## config.mk

```make
export PLATFORM = sky130hd
export DESIGN_NAME = product_accumulator
export DESIGN_NICKNAME = d
export VERILOG_FILES = /design/src/rtl/product_accumulator.sv
export SDC_FILE = /design/constraint.sdc
export NUM_CORES = 1
export LEC_CHECK = 0
export CAP_MARGIN = 40
export CORE_UTILIZATION = 35
export DETAILED_ROUTE_END_ITERATION = 8
export GPL_TIMING_DRIVEN = 0
export HOLD_SLACK_MARGIN = 0.15
export PLACE_DENSITY_LB_ADDON = 0.2
export SYNTH_ARGS = -nofsm -noshare
export SYNTH_HDL_FRONTEND = slang
export SYNTH_SLANG_ARGS = --single-unit
```

## constraint.sdc

```tcl
create_clock -name clk -period 4.18 [get_ports clk]
set_input_delay 0.627 -clock clk [delete_from_list [all_inputs] [get_ports clk]]
set_output_delay 0.627 -clock clk [all_outputs]
set_load 0.02 [all_outputs]
```

## src/rtl/product_accumulator.sv

```systemverilog
// product_accumulator: sums a valid/ready stream of unsigned PW-bit products
// in blocks of COUNT and presents each block sum on a held valid/ready output.
//   clk, rst            : clock, synchronous active-high reset
//   in_valid/in_ready   : product input handshake; prod is the product
//   out_valid/out_ready : block-sum output handshake; sum is the result
//   cnt                 : products accepted in the current block
//   ovf                 : block saturated (ACC_SAT_EN only, else tied 0)
// Optional macro ACC_SAT_EN: saturating accumulation with overflow flag.
module product_accumulator #(
  parameter int PW    = 16,
  parameter int AW    = 24,
  parameter int COUNT = 8
) (
  input  logic          clk,
  input  logic          rst,
  input  logic          in_valid,
  output logic          in_ready,
  input  logic [PW-1:0] prod,
  output logic          out_valid,
  input  logic          out_ready,
  output logic [AW-1:0] sum,
  output logic [7:0]    cnt,
  output logic          ovf
);

  typedef enum logic [1:0] {
    ACCUM = 2'b00,
    HOLD  = 2'b01
  } state_e;

  localparam logic [7:0] LAST = 8'(COUNT - 1);

  state_e        state_q, state_d;
  logic [AW-1:0] acc_q, acc_d;
  logic [7:0]    cnt_q, cnt_d;
  logic [AW-1:0] sum_q, sum_d;
  logic          out_valid_q, out_valid_d;
  logic [AW-1:0] add_res;
  logic          carry;

`ifdef ACC_SAT_EN
  logic [AW:0]   add_w;
  logic          ovf_q, ovf_d;
  logic          blk_ovf_q, blk_ovf_d;

  // Once acc clamps to all-ones, any further non-zero add carries again,
  // so the clamp persists for the remainder of the block.
  always_comb begin
    add_w   = {1'b0, acc_q} + {{(AW + 1 - PW){1'b0}}, prod};
    carry   = add_w[AW];
    add_res = carry ? '1 : add_w[AW-1:0];
  end
`else
  always_comb begin
    carry   = 1'b0;
    add_res = acc_q + {{(AW - PW){1'b0}}, prod};
  end
`endif

  // State register
  always_ff @(posedge clk) begin
    if (rst) begin
      state_q     <= ACCUM;
      acc_q       <= '0;
      cnt_q       <= '0;
      sum_q       <= '0;
      out_valid_q <= 1'b0;
`ifdef ACC_SAT_EN
      ovf_q       <= 1'b0;
      blk_ovf_q   <= 1'b0;
`endif
    end else begin
      state_q     <= state_d;
      acc_q       <= acc_d;
      cnt_q       <= cnt_d;
      sum_q       <= sum_d;
      out_valid_q <= out_valid_d;
`ifdef ACC_SAT_EN
      ovf_q       <= ovf_d;
      blk_ovf_q   <= blk_ovf_d;
`endif
    end
  end

  // Next-state and datapath
  always_comb begin
    state_d     = state_q;
    acc_d       = acc_q;
    cnt_d       = cnt_q;
    sum_d       = sum_q;
    out_valid_d = out_valid_q;
`ifdef ACC_SAT_EN
    ovf_d       = ovf_q;
    blk_ovf_d   = blk_ovf_q;
`endif
    case (state_q)
      ACCUM: begin
        if (in_valid) begin
          if (cnt_q == LAST) begin
            sum_d       = add_res;
            out_valid_d = 1'b1;
            acc_d       = '0;
            cnt_d       = '0;
            state_d     = HOLD;
`ifdef ACC_SAT_EN
            ovf_d       = blk_ovf_q | carry;
            blk_ovf_d   = 1'b0;
`endif
          end else begin
            acc_d = add_res;
            cnt_d = cnt_q + 8'd1;
`ifdef ACC_SAT_EN
            blk_ovf_d = blk_ovf_q | carry;
`endif
          end
        end
      end
      HOLD: begin
        if (out_ready) begin
          out_valid_d = 1'b0;
          state_d     = ACCUM;
`ifdef ACC_SAT_EN
          ovf_d       = 1'b0;
`endif
        end
      end
      default: begin
        state_d = ACCUM;
        acc_d   = '0;
        cnt_d   = '0;
      end
    endcase
  end

  // Outputs
  always_comb begin
    in_ready  = (state_q == ACCUM);
    out_valid = out_valid_q;
    sum       = sum_q;
    cnt       = cnt_q;
`ifdef ACC_SAT_EN
    ovf       = ovf_q;
`else
    ovf       = 1'b0;
`endif
  end

endmodule
```

[Word-level counts from Yosys, hierarchy flattened]
Index checks and enable logic that the tools add are counted.
Storage, ports and cells
  register bits: 59
  bits in latches: 0
  RAM bits: 0
  ROM bits: 0
  bits of input ports: 20
  output and inout bits: 35
  word-level logic and storage cells: 33
  memories: 0
Operators by class
  add/sub/neg operators: 2
  $mul: 0
  div/mod/pow operators: 0
  order comparisons: 0
  equal/unequal tests: 5
  shift operators: 0
  mux-type cells: 14
  bitwise operators: 1
  reductions and logical operators: 6
Operators by type and width (count)
  24-bit two-way mux: 2
  24-bit case mux with 2 select lines: 1
  24-bit by 16-bit adder with 24-bit output: 1
  8-bit two-way mux: 2
  8-bit case mux with 2 select lines: 1
  8-bit by 1-bit adder with 8-bit output, second input constant: 1
  8-bit by 3-bit equality test with 1-bit output, second input constant: 1
  2-bit two-way mux: 3
  3-bit AND reduction: 2
  2-bit != test, second input constant: 2
  2-bit case mux with 2 select lines: 1
  4-bit AND reduction: 1
  1-bit two-way mux: 3
  2-bit by 1-bit equality test with 1-bit output, second input constant: 1
  2-bit zero test: 1
  2-bit by 1-bit != test with 1-bit output, second input constant: 1
  1-bit case mux with 2 select lines: 1
  2-bit AND reduction: 1
  2-bit nonzero test: 1
  1-bit inverter: 1

[Logic depth before layout (Yosys ltp)]
Gate-level depths: netlist of the first run.
  depth after elaboration: 4
  mapped depth: 9

[Worst setup path after synthesis of the first run]
Ideal clock, no wire load.
  path type: input-to-reg
  start: input port prod[0]
  end: register sum_q[16], in the netlist sum[16]
  library setup time: 0.061 ns
  arrival: 2.448 ns
  data required time: 4.119 ns
  slack: 1.671 ns
  cell stages on the path: 9
  buffers on the path: 0
  cells stage by stage: ha_1 -> inv_1 -> fa_1 -> nor2b_1 -> o2111ai_1 -> a21o_1 -> a21o_1 -> a2111oi_4 -> a311o_1
Between the ends
  cells in the longest elaborated chain, start to end: 1
Ends and longest elaborated chain
  start, declared: RTL line 18  | input logic [PW-1:0] prod,
  24-bit by 16-bit adder with 24-bit output: RTL line 56  | add_res = acc_q + {{(AW - PW){1'b0}}, prod};
  end signal, assigned: RTL line 76  | sum_q <= sum_d;
  end, declared: RTL line 36  | logic [AW-1:0] sum_q, sum_d;
No other way between the ends.
A chain may end at the register's enable or synchronous reset.

[Worst setup path in the final report of the first run]
  start: input port prod[0]
  end: register acc_q[12]
Between the ends
  cells in the longest elaborated chain, start to end: 4
Ends and longest elaborated chain
  24-bit by 16-bit adder with 24-bit output: RTL line 56
  24-bit two-way mux: RTL line 99  | if (cnt_q == LAST) begin
  24-bit two-way mux: RTL line 98  | if (in_valid) begin
  24-bit case mux with 2 select lines: RTL line 96  | case (state_q)
  end signal, assigned: RTL line 64  | acc_q <= '0;
  end signal, assigned: RTL line 74  | acc_q <= acc_d;
  end, declared: RTL line 34  | logic [AW-1:0] acc_q, acc_d;
No other way between the ends. The select of a mux whose other input is x is not followed.

==> key figures, run 1 <==
Yosys
  – Post-Synthesis Net Count: 439
  – Synth Area in Simple Gates: 0.205
  – Mapped Area: 3290 sq um
  – Syn avg cell area: 8.22 sq um
  – Mux cell area share after synthesis: 0.0122
  – Synth Area in XOR/XNOR: 0.0558
  – Sequential area share after synthesis: 0.346
  – Synth Flop Type: dfxtp_1
  – Post-Syn Instances: 401
  – Adder-cell share of the synthesized area: 0.0706
  – Share of flip-flops with an asynchronous set or reset: 0
  – Synth Area in Compound Gates: 0.250
  – Yosys cell types: 56
  – Number of synthesized flops with an enable pin: 0
  – Synth Warn #: 0
  – Largest family of logic cells by synthesized area: compound AO/OA/AOI/OAI gates
  – Synthesized flop and latch total: 57

Floorplanning
  – Die height: 99.0 microns
  – Width of the die: 99.0 microns
  – Core area: 9200 sq um
  – I/O pins: 55
  – Initial Utilization: 0.358
  – Row count: 35
  – Full die area: 9800 sq um

CTS
  – Clock sink total: 57
  – CTS Buf Count: 9
  – CTS tree: yes
  – Root Buffer: clkbuf_8
  – Hold_buf cts: 0
  – Post-CTS Resized: 0
  – CTS clk-pin slew, worst paths: 0.07 ns
  – Longest Clk Path Bufs: 2
  – Skew-Pair Late Insertion Delay: 0.35 ns
  – H-tree levels: 3
  – Postcts setup bufs: 0

Setup path
  – Maximum fanout along the worst path: 4
  – Crit-path cells: clkdlybuf4s50_1 -> ha_1 -> inv_1 -> fa_1 -> nor2b_1 -> o2111ai_1 -> a21oi_1 -> a41oi_1 -> xor2_1 -> o21ai_0
  – Slowest cell delay on critical path: 0.46 ns
  – CP startpoint kind: primary input
  – CP required: 4.39 ns
  – Crit-path slowest cell: clkdlybuf4s50_1
  – Setup crit end kind: flip-flop
  – Data arrival, critical path: 3.22 ns
  – WS Path Type: primary input to flip-flop

STA
  – Min Tclk post-route: 3.01 ns
  – Fmax: 332 MHz
  – Final setup fails: 0
  – Final Skew: 0.00620 ns
  – RSZ-0062 raised after global routing: false
  – Max Slew Vio Count: 0
  – Rel. slew slack: 0.553
  – Worst Tran Pin Value: 0.670 ns
  – Final Cycle Share: 0.720
  – Final hold vios: 0
  – Setup TNS: 0 ns

Place
  – DP HPWL: 7110 microns
  – GPL Wtd Cong: 0.913
  – Dpl cells: 564
  – Port Buf Inserts: 52

Finish
  – Antenna diodes: 0
  – Layout Cells excl Fill: 579
  – Filler Cell Count: 945
  – # nets final: 502
  – Fraction of layout cells with a size suffix above 1: 0.0769
  – Layout area overhead: 25.9%

Global route
  – First-pass GRT wire length: 15,500 microns
  – GRT Total Usage: 0.206
  – Total congestion overflow: 0
  – Vias in the first global route: 3,074
  – Initial antenna violation count: 0
  – Pin count of the biggest net entering global routing: 11

Drt
  – ANT nets after route: 0
  – First DRT Iteration DRCs: 171
  – Pre-Repair DR Iteration Count: 4
  – Routed wire length: 9570 microns
  – Vias per cell: 5.51
  – Vias: 3,192
  – Post-route DRC: 0
  – Routed WL per cell: 16.5 microns

Job
  – Number of max-cap violations: 0

Status
  – Run status: finished, final reports clean

Hold path
  – Worst hold path type: flip-flop to flip-flop

Pwr
  – Pleak: 1.59 nW
  – Power Density: 354 nW/um^2
  – Peak supply drop: 0.000156 V
==> per-stage QoR <==
stage | power, W | hold slack, ns | cell area, sq um | setup slack (ns) | utilization
after global routing | 0.00153 | 0.485 | 4150 | 1.02 | 0.451
after detailed placement | 0.000947 | 0.451 | 3950 | 0.875 | 0.430
final | 0.00147 | 0.457 | 4150 | 1.17 | 0.451
after CTS | 0.00147 | 0.461 | 4150 | 1.24 | 0.451
after floorplan | 0.000848 | 0.429 | 3290 | 1.67 | -
after global placement | 0.000941 | 0.440 | 3950 | 0.896 | 0.430
==> placed cells by master, fill, tap and decap left out, drive strengths merged, types with 2 or more instances in the layout <==
master	count
a211oi	5
mux2i	4
nand4	11
clkinv	3
o221ai	2
a41oi	2
buf	11
a2111oi	2
nor2b	6
and3	4
xor2	12
o21ai	21
o31ai	4
dfxtp	57
or4	3
and4	2
o211ai	4
clkdlybuf4s50	52
clkbuf	27
nor4	3
nand2	55
ha	17
a32oi	2
inv	13
a21oi	36
o2111ai	2
a22oi	9
or3	6
o221a	2
o21bai	3
nor2	21
a211o	2
o21a	3
xnor2	9
nand3	19
a31oi	7
nor3	7
a21o	7
==> path summary, 6_finish.rpt <==
check	end	start	depth (start not counted)	slack [ns]
min	sum[4]	sum[4]	2	0.46
max	acc_q[12]	prod[0]	10	1.17
min reg2reg	sum[4]	sum[4]	2	0.46
max reg2reg	acc_q[12]	acc_q[0]	9	1.57
==> registers in the layout, summed over array words and instances, names as in the netlist <==
signal,flops
cnt,8
acc_q,24
sum,24
out_valid,1
==> cells by family after synthesis <==
kind of cell / after synthesis
xor gates and xnor gates: 21
other: 1
buffers and inverters: 41
AOI/OAI and AO/OA: 119
DFF: 57
muxes: 4
and+or+nand+nor: 140
adders and majority gates: 18
==> power breakdown <==
part	total [W]	switching, W	internal [W]	leakage [nW]
clock network	0.000529	0.000242	0.000287	0.0981
registers	0.000581	0.0000143	0.000567	0.463
logic	0.000357	0.000219	0.000138	1.03
total	0.00147	0.000476	0.000992	1.59
==> cells in the mapped netlist, types with 5 or more instances <==
cell type,n,area [sq um]
nor3_1,7,35.0
a31oi_1,7,43.8
xnor2_1,9,78.8
buf_2,5,25.0
or3_1,6,37.5
xor2_1,12,105
nor2_1,21,78.8
a211oi_1,5,37.5
a21oi_1,35,175
nand3_1,19,95.1
nand4_1,10,62.6
nand2_1,55,206
a21o_1,7,52.6
clkbuf_1,17,63.8
a22oi_1,9,67.6
nor2b_1,6,37.5
dfxtp_1,57,1140
ha_1,17,213
o21ai_0,20,100
inv_1,13,48.8
==> worst max-delay path, delay by kind of cell <==
kind | cells | cell delay (ns)
simple gates | 1 | 0.18
xor+xnor | 1 | 0.36
compound gates | 4 | 0.92
buf+inv | 2 | 0.53
fa+ha+maj | 2 | 0.61
==> metal layers <==
| metal | global-route usage | wire (microns) | up-vias |
|---|---|---|---|
| li1 | - | - | 1587 |
| met1 | 0.262 | 4420 | 1505 |
| met2 | 0.343 | 4500 | 85 |
| met3 | 0.0440 | 508 | 15 |
| met4 | 0.0723 | 138 | 0 |
| met5 | 0 | 0 | - |
==> layout make-up <==
class,instances,area (sq um),share of cell area
Multi-Input combinational cell,303,1960,0.472
Clock buffer,10,138,0.0332
Sequential cell,57,1140,0.275
Inverter,13,48.8,0.0118
Buffer,28,145,0.0350
Tap cell,111,139,0.0335
Timing Repair Buffer,52,520,0.125
Clock inverter,5,56.3,0.0136
Note: power is estimated with default switching activity, not from simulation.
==> run 2: changes to the inputs <==
==> constraint.sdc (replaced) <==
create_clock -name clk -period 2.54 [get_ports clk]
set_input_delay 0.381 -clock clk [delete_from_list [all_inputs] [get_ports clk]]
set_output_delay 0.381 -clock clk [all_outputs]
set_load 0.02 [all_outputs]
==> run 2 against run 1 <==
Die area did not move. Sequential power rose by 65%. First-iteration DRC count fell by 9.4%. Critical path depth fell by 1. Count of clock-buffer cells in the layout did not move. Final cell count rose by 1.7%. Critical endpoint is now sum[22].
==> key figures, run 2 (same netlist as run 1, synthesis figures left out) <==
Setup path
  – FF-to-FF End: acc_q[20]
  – Setup slack, reg-to-reg: 0.13 ns (-1.44 ns)
  – Slowest cell delay on critical path: 0.42 ns (-0.04 ns)
  – Crit-path slowest cell: o31ai_2
  – CP startpoint kind: primary input
  – WS Path Type: primary input to flip-flop
  – Maximum fanout along the worst path: 8 (+4)
  – R2r startpoint: cnt[0]
  – CP required: 2.80 ns (-1.59 ns)
  – Data arrival, critical path: 2.71 ns (-0.51 ns)
  – Setup crit end kind: flip-flop
  – R2R depth: 7 (-2)
  – Crit-path cells: clkdlybuf4s50_1 -> ha_1 -> buf_2 -> a21oi_2 -> o21a_1 -> o221ai_1 -> o31ai_2 -> xnor2_1 -> a211oi_1

STA
  – Min Tclk post-route: 2.46 ns
  – Fin Hold WS: 0.456 ns (-0.000514 ns)
  – Rel. slew slack: 0.554 (+0.000639)
  – Setup TNS: 0 ns (unchanged)
  – Worst Tran Pin Value: 0.669 ns (-0.000959 ns)
  – Final Cycle Share: 0.967
  – Worst setup margin: 0.0841 ns (-1.08 ns)
  – Final Skew: 0.00685 ns (+0.000649 ns)
  – Fmax: 407 MHz
  – Final hold vios: 0 (unchanged)
  – Final setup fails: 0 (unchanged)
  – Max Slew Vio Count: 0 (unchanged)

Finish
  – Filler Cell Count: 929 (-1.7%)
  – Final instance area: 4330 sq um (+4.3%)
  – Fraction of layout cells with a size suffix above 1: 0.126 (+0.0486)
  – Most frequent cells in the layout: dfxtp_1, nand2_1, clkdlybuf4s50_1, a21oi_1, nor2_1
  – # nets final: 512 (+2.0%)
  – Layout area overhead: 31.3%
  – Most common cell after layout, fill and taps aside: dfxtp_1
  – Final core utilization: 0.470 (+0.0193)
  – Antenna diodes: 0 (unchanged)

Drt
  – Vias: 3,230 (+1.2%)
  – Routed wire length: 9730 microns (+1.6%)
  – Pre-Repair DR Iteration Count: 4 (unchanged)
  – Post-route DRC: 0 (unchanged)
  – First DRT Iteration DRCs: 155 (-9.4%)
  – Routed WL per cell: 16.5 microns (about the same)
  – Vias per cell: 5.48 (-0.53%)
  – ANT nets after route: 0 (unchanged)

CTS
  – H-tree levels: 3 (unchanged)
  – Hold_buf cts: 0 (unchanged)
  – CTS clk-pin slew, worst paths: 0.07 ns (about the same)
  – Skew-Pair Late Insertion Delay: 0.35 ns (about the same)
  – Clock sink total: 57 (unchanged)
  – CTS Buf Count: 9 (unchanged)
  – CTS tree: yes
  – Root Buffer: clkbuf_8
  – Longest Clk Path Bufs: 2 (unchanged)

Pwr
  – Internal: 0.00167 W (+68%)
  – Share of power burned in registers: 0.387 (-0.009)
  – Pleak: 1.65 nW (+3.9%)
  – Switching share of power: 0.327 (+0.00316)
  – Clock share of power: 0.351 (-0.009)
  – Power Density: 572 nW/um^2 (+62%)
  – Comb power frac: 0.263 (+0.020)
  – P_sw: 0.000811 W (+70%)
  – Peak supply drop: 0.000257 V (+65%)

Hold path
  – Worst hold path type: flip-flop to flip-flop
  – WHS Endpoint: sum[4]
  – Cells on Worst Hold Path: 2 (unchanged)
  – HP Start: sum[4]

Global route
  – First-pass GRT wire length: 15,700 microns (+1.2%)
  – Initial antenna violation count: 0 (unchanged)
  – GRT Total Usage: 0.208 (+0.00226)
  – Pin count of the biggest net entering global routing: 11 (unchanged)
  – Total congestion overflow: 0 (unchanged)
  – Vias in the first global route: 3,098 (+0.78%)

Status
  – Run status: finished, final reports clean

Job
  – Number of max-cap violations: 0 (unchanged)

Place
  – DP HPWL: 7110 microns (unchanged)
  – Placed Area: 3950 sq um (unchanged)
  – Place WS: -0.519 ns (-1.39 ns)
  – GPL Wtd Cong: 0.913 (unchanged)
  – Port Buf Inserts: 52 (unchanged)

Floorplanning
  – Full die area: 9800 sq um (unchanged)
  – Initial Utilization: 0.358 (unchanged)
  – Core area: 9200 sq um (unchanged)
  – Row count: 35 (unchanged)
  – I/O pins: 55 (unchanged)
  – Width of the die: 99.0 microns (unchanged)
  – Die height: 99.0 microns (unchanged)
## run 2: cell count changes in the layout (fill, tap and decap cells not counted), moves of 2 or more
cell	delta
a21oi_1	-2
a31oi_1	-2
a31oi_2	+2
buf_4	+12
clkbuf_1	-3
## run 2: worst max path at each step
stage / start / to / slack [ns]
final: prod[9] / sum[22] / 0.08
after global routing: prod[9] / sum[22] / -0.03
after CTS: prod[0] / sum[16] / 0.03
after detailed placement: prod[0] / acc_q[12] / -0.52
after global placement: prod[0] / acc_q[12] / -0.50
after floorplan: prod[0] / sum[16] / 0.28
## run 2: critical path, delay by kind of cell
kind | cells | cell delay, ns
AO/OA/AOI/OAI | 5 | 1.36
XOR/XNOR | 1 | 0.10
adder cells (fa/ha/maj) | 1 | 0.28
buffers and inverters | 2 | 0.59
## run 2: timing repair
action,CTS,global route
endpoints found under the setup margin,7,21
pin swaps,4,9
endpoints found under the hold margin,0,0
buffers inserted,4,8
gates resized for setup,6,13
## run 2: layout make-up
cell class / instances / area (sq um) / share of cell area
flip-flops and latches: 57 / 1140 / 0.264
clock buffers: 10 / 138 / 0.0318
plain buffers: 26 / 140 / 0.0324
well taps: 111 / 139 / 0.0321
clock inverters: 5 / 56.3 / 0.0130
inverters: 13 / 48.8 / 0.0113
repair buffers: 64 / 613 / 0.142
multi-input cells: 303 / 2050 / 0.474
## run 2: layer usage
metal  share of wire  track usage  up-vias
met5               0            0        -
met4           0.017       0.0735        0
met3           0.050       0.0440       16
met2            0.48        0.347       74
met1            0.46        0.264     1529
li1                -            -     1611
## run 2: power groups by stage
stage / Combinational (W) / Clock [W] / Sequential (W)
floorplan: 0.000423 / 0 / 0.000973
global placement: 0.000574 / 0 / 0.000975
detailed placement: 0.000582 / 0 / 0.000977
CTS: 0.000613 / 0.000880 / 0.000957
global route: 0.000707 / 0.000912 / 0.000962
finish: 0.000650 / 0.000869 / 0.000957
## run 2: metrics by stage
| step | cells | power [W] |
|---|---|---|
| global placement | 564 | 0.00155 |
| global route | 589 | 0.00258 |
| detailed placement | 564 | 0.00156 |
| finish | 589 | 0.00248 |
| CTS | 583 | 0.00245 |
| floorplan | 401 | 0.00140 |
==> run 3: changes to the inputs <==
--- a/config.mk
+++ b/config.mk
@@ -10,7 +10,7 @@
 export DETAILED_ROUTE_END_ITERATION = 8
 export GPL_TIMING_DRIVEN = 0
 export HOLD_SLACK_MARGIN = 0.15
-export PLACE_DENSITY_LB_ADDON = 0.2
+export PLACE_DENSITY = 0.57
 export SYNTH_ARGS = -nofsm -noshare
 export SYNTH_HDL_FRONTEND = slang
 export SYNTH_SLANG_ARGS = --single-unit
==> run 3 against run 2 <==
Combinational power down 2%. Critical path type unchanged. Routed wire length is 0.37% higher. Sequential cell count is the same. Largest cell class unchanged. Worst hold slack improved by 0.0018 ns. Sequential share of layout area is the same. Clock skew rose by 0.0056 ns. Largest power group is now the clock network.
==> key figures, run 3 (same netlist as run 1, synthesis figures left out) <==
Status
  – Run status: finished, final reports clean

Floorplanning
  – Initial Utilization: 0.358 (unchanged)
  – Row count: 35 (unchanged)
  – Die height: 99.0 microns (unchanged)
  – Full die area: 9800 sq um (unchanged)
  – Core area: 9200 sq um (unchanged)
  – Width of the die: 99.0 microns (unchanged)
  – I/O pins: 55 (unchanged)

STA
  – Rel. slew slack: 0.546 (-0.00774)
  – Min Tclk post-route: 2.43 ns (-0.0289 ns)
  – Worst Tran Pin Value: 0.677 ns (+0.00845 ns)
  – Fmax: 412 MHz (+1.2%)
  – Max Slew Vio Count: 0 (unchanged)
  – Final Skew: 0.0125 ns (+0.00564 ns)
  – Final setup fails: 0 (unchanged)
  – RSZ-0062 raised after global routing: true
  – Final hold vios: 0 (unchanged)
  – Final Cycle Share: 0.956 (-0.0114)

Finish
  – # nets final: 509 (-0.59%)
  – Layout Cells excl Fill: 587 (-0.34%)
  – Fraction of layout cells with a size suffix above 1: 0.120 (-0.00578)
  – Layout area overhead: 31.3% (unchanged)
  – Most common cell after layout, fill and taps aside: dfxtp_1
  – Final instance area: 4330 sq um (unchanged)
  – Antenna diodes: 0 (unchanged)
  – Most frequent cells in the layout: dfxtp_1, nand2_1, clkdlybuf4s50_1, a21oi_1, nor2_1

Setup path
  – CP startpoint: prod[6]
  – Data arrival, critical path: 2.72 ns (about the same)
  – Crit-path cells: clkdlybuf4s50_1 -> ha_1 -> nand2_1 -> or3_1 -> a21o_1 -> a21o_1 -> a2111oi_4 -> a311o_1
  – Slowest cell delay on critical path: 0.44 ns (+0.02 ns)
  – CP required: 2.83 ns (+0.03 ns)
  – Setup crit end kind: flip-flop
  – R2r startpoint: cnt[0]
  – WS Path Type: primary input to flip-flop
  – Worst path most repeated cell: a21o_1
  – Setup slack, reg-to-reg: 0.16 ns (+0.03 ns)
  – Crit-path slowest cell: clkdlybuf4s50_1
  – Maximum fanout along the worst path: 5 (-3)
  – CP startpoint kind: primary input

Hold path
  – HP Start: sum[0]
  – Worst hold path type: flip-flop to flip-flop

Place
  – Port Buf Inserts: 52 (unchanged)
  – Placed Area: 3950 sq um (unchanged)
  – GPL Wtd Cong: 0.850 (-6.9%)
  – DP HPWL: 7030 microns (-1.0%)
  – Dpl cells: 564 (unchanged)

CTS
  – Root Buffer: clkbuf_8
  – Skew-Pair Late Insertion Delay: 0.35 ns (about the same)
  – Hold_buf cts: 0 (unchanged)
  – Longest Clk Path Bufs: 2 (unchanged)
  – CTS tree: yes
  – CTS Buf Count: 9 (unchanged)
  – Clock sink total: 57 (unchanged)
  – H-tree levels: 3 (unchanged)
  – CTS clk-pin slew, worst paths: 0.07 ns (about the same)

Global route
  – Pin count of the biggest net entering global routing: 13 (+2)
  – GRT Total Usage: 0.208 (about the same)
  – First-pass GRT wire length: 15,600 microns (-0.40%)
  – Initial antenna violation count: 0 (unchanged)
  – Vias in the first global route: 3,121 (+0.74%)
  – Total congestion overflow: 0 (unchanged)

Drt
  – Pre-Repair DR Iteration Count: 4 (unchanged)
  – Routed WL per cell: 16.6 microns (+0.71%)
  – Vias per cell: 5.47 (-0.19%)
  – ANT nets after route: 0 (unchanged)
  – First DRT Iteration DRCs: 119 (-23%)
  – Vias: 3,213 (-0.53%)
  – Routed wire length: 9760 microns (+0.37%)
  – Post-route DRC: 0 (unchanged)

Pwr
  – Pleak: 1.64 nW (-0.77%)
  – Power Density: 598 nW/um^2 (+4.4%)
  – Peak supply drop: 0.000227 V (-12%)

Job
  – Number of max-cap violations: 0 (unchanged)
[run 3: cell count changes in the layout (fill, tap and decap cells not counted), moves of 2 or more]
cell / change
buf_4: -5
clkbuf_1: +3
a21oi_2: +3
clkinv_2: -2
clkinv_4: +2
a21oi_1: -3
[run 3: per-layer routing]
layer  global-route usage  routed length, microns  up-vias
met5                    0                       0        -
met4               0.0861                     156        0
met3               0.0348                     481       11
met2                0.355                    4530       81
li1                     -                       -     1613
met1                0.259                    4590     1508
[run 3: critical path, delay by kind of cell]
kind | cells | cell delay (ns)
AOI/OAI and AO/OA | 4 | 0.92
and+or+nand+nor | 2 | 0.58
buffers and inverters | 1 | 0.44
adders and majority gates | 1 | 0.38
[run 3: path summary, 6_finish.rpt]
| path | to | cells after the start |
|---|---|---|
| worst max-delay path | sum[16] | 8 |
| worst min-delay path | sum[0] | 2 |
| worst max register to register | acc_q[16] | 7 |
| worst min register to register | sum[0] | 2 |
[run 3: where the power goes]
group	internal [W]	switching, W
Sequential	0.000933	0.0000228
Clock	0.000560	0.000435
Combinational	0.000250	0.000385
[run 3: final cells by class]
type / count / area [sq um]
clock inverters: 7 / 103
inverters: 13 / 48.8
fillers: 918 / 4870
well taps: 111 / 139
flip-flops and latches: 57 / 1140
multi-input cells: 303 / 2050
repair buffers: 59 / 576
clock buffers: 9 / 124
plain buffers: 28 / 148
[run 3: stage by stage]
| step | hold slack (ns) | setup TNS (ns) | worst slack, ns | power [W] | utilization |
|---|---|---|---|---|---|
| 6_report | 0.458 | 0 | 0.113 | 0.00259 | 0.470 |
| 3_5_place_dp | 0.452 | -9.20 | -0.531 | 0.00156 | 0.430 |
| 2_1_floorplan | 0.429 | 0 | 0.277 | 0.00140 | - |
| 3_3_place_gp | 0.442 | -8.39 | -0.503 | 0.00155 | 0.430 |
| 5_1_grt | 0.482 | -0.0180 | -0.0109 | 0.00270 | 0.470 |
| 4_1_cts | 0.464 | 0 | 0.0298 | 0.00256 | 0.461 |
[run 3: timing repair]
item | 4_1_cts | 5_1_grt
endpoints found under the hold margin | 0 | 0
gates resized for setup | 7 | 12
cloned | 0 | 0
setup buffers | 3 | 4
endpoints found under the setup margin | 10 | 21
pin swaps | 3 | 5
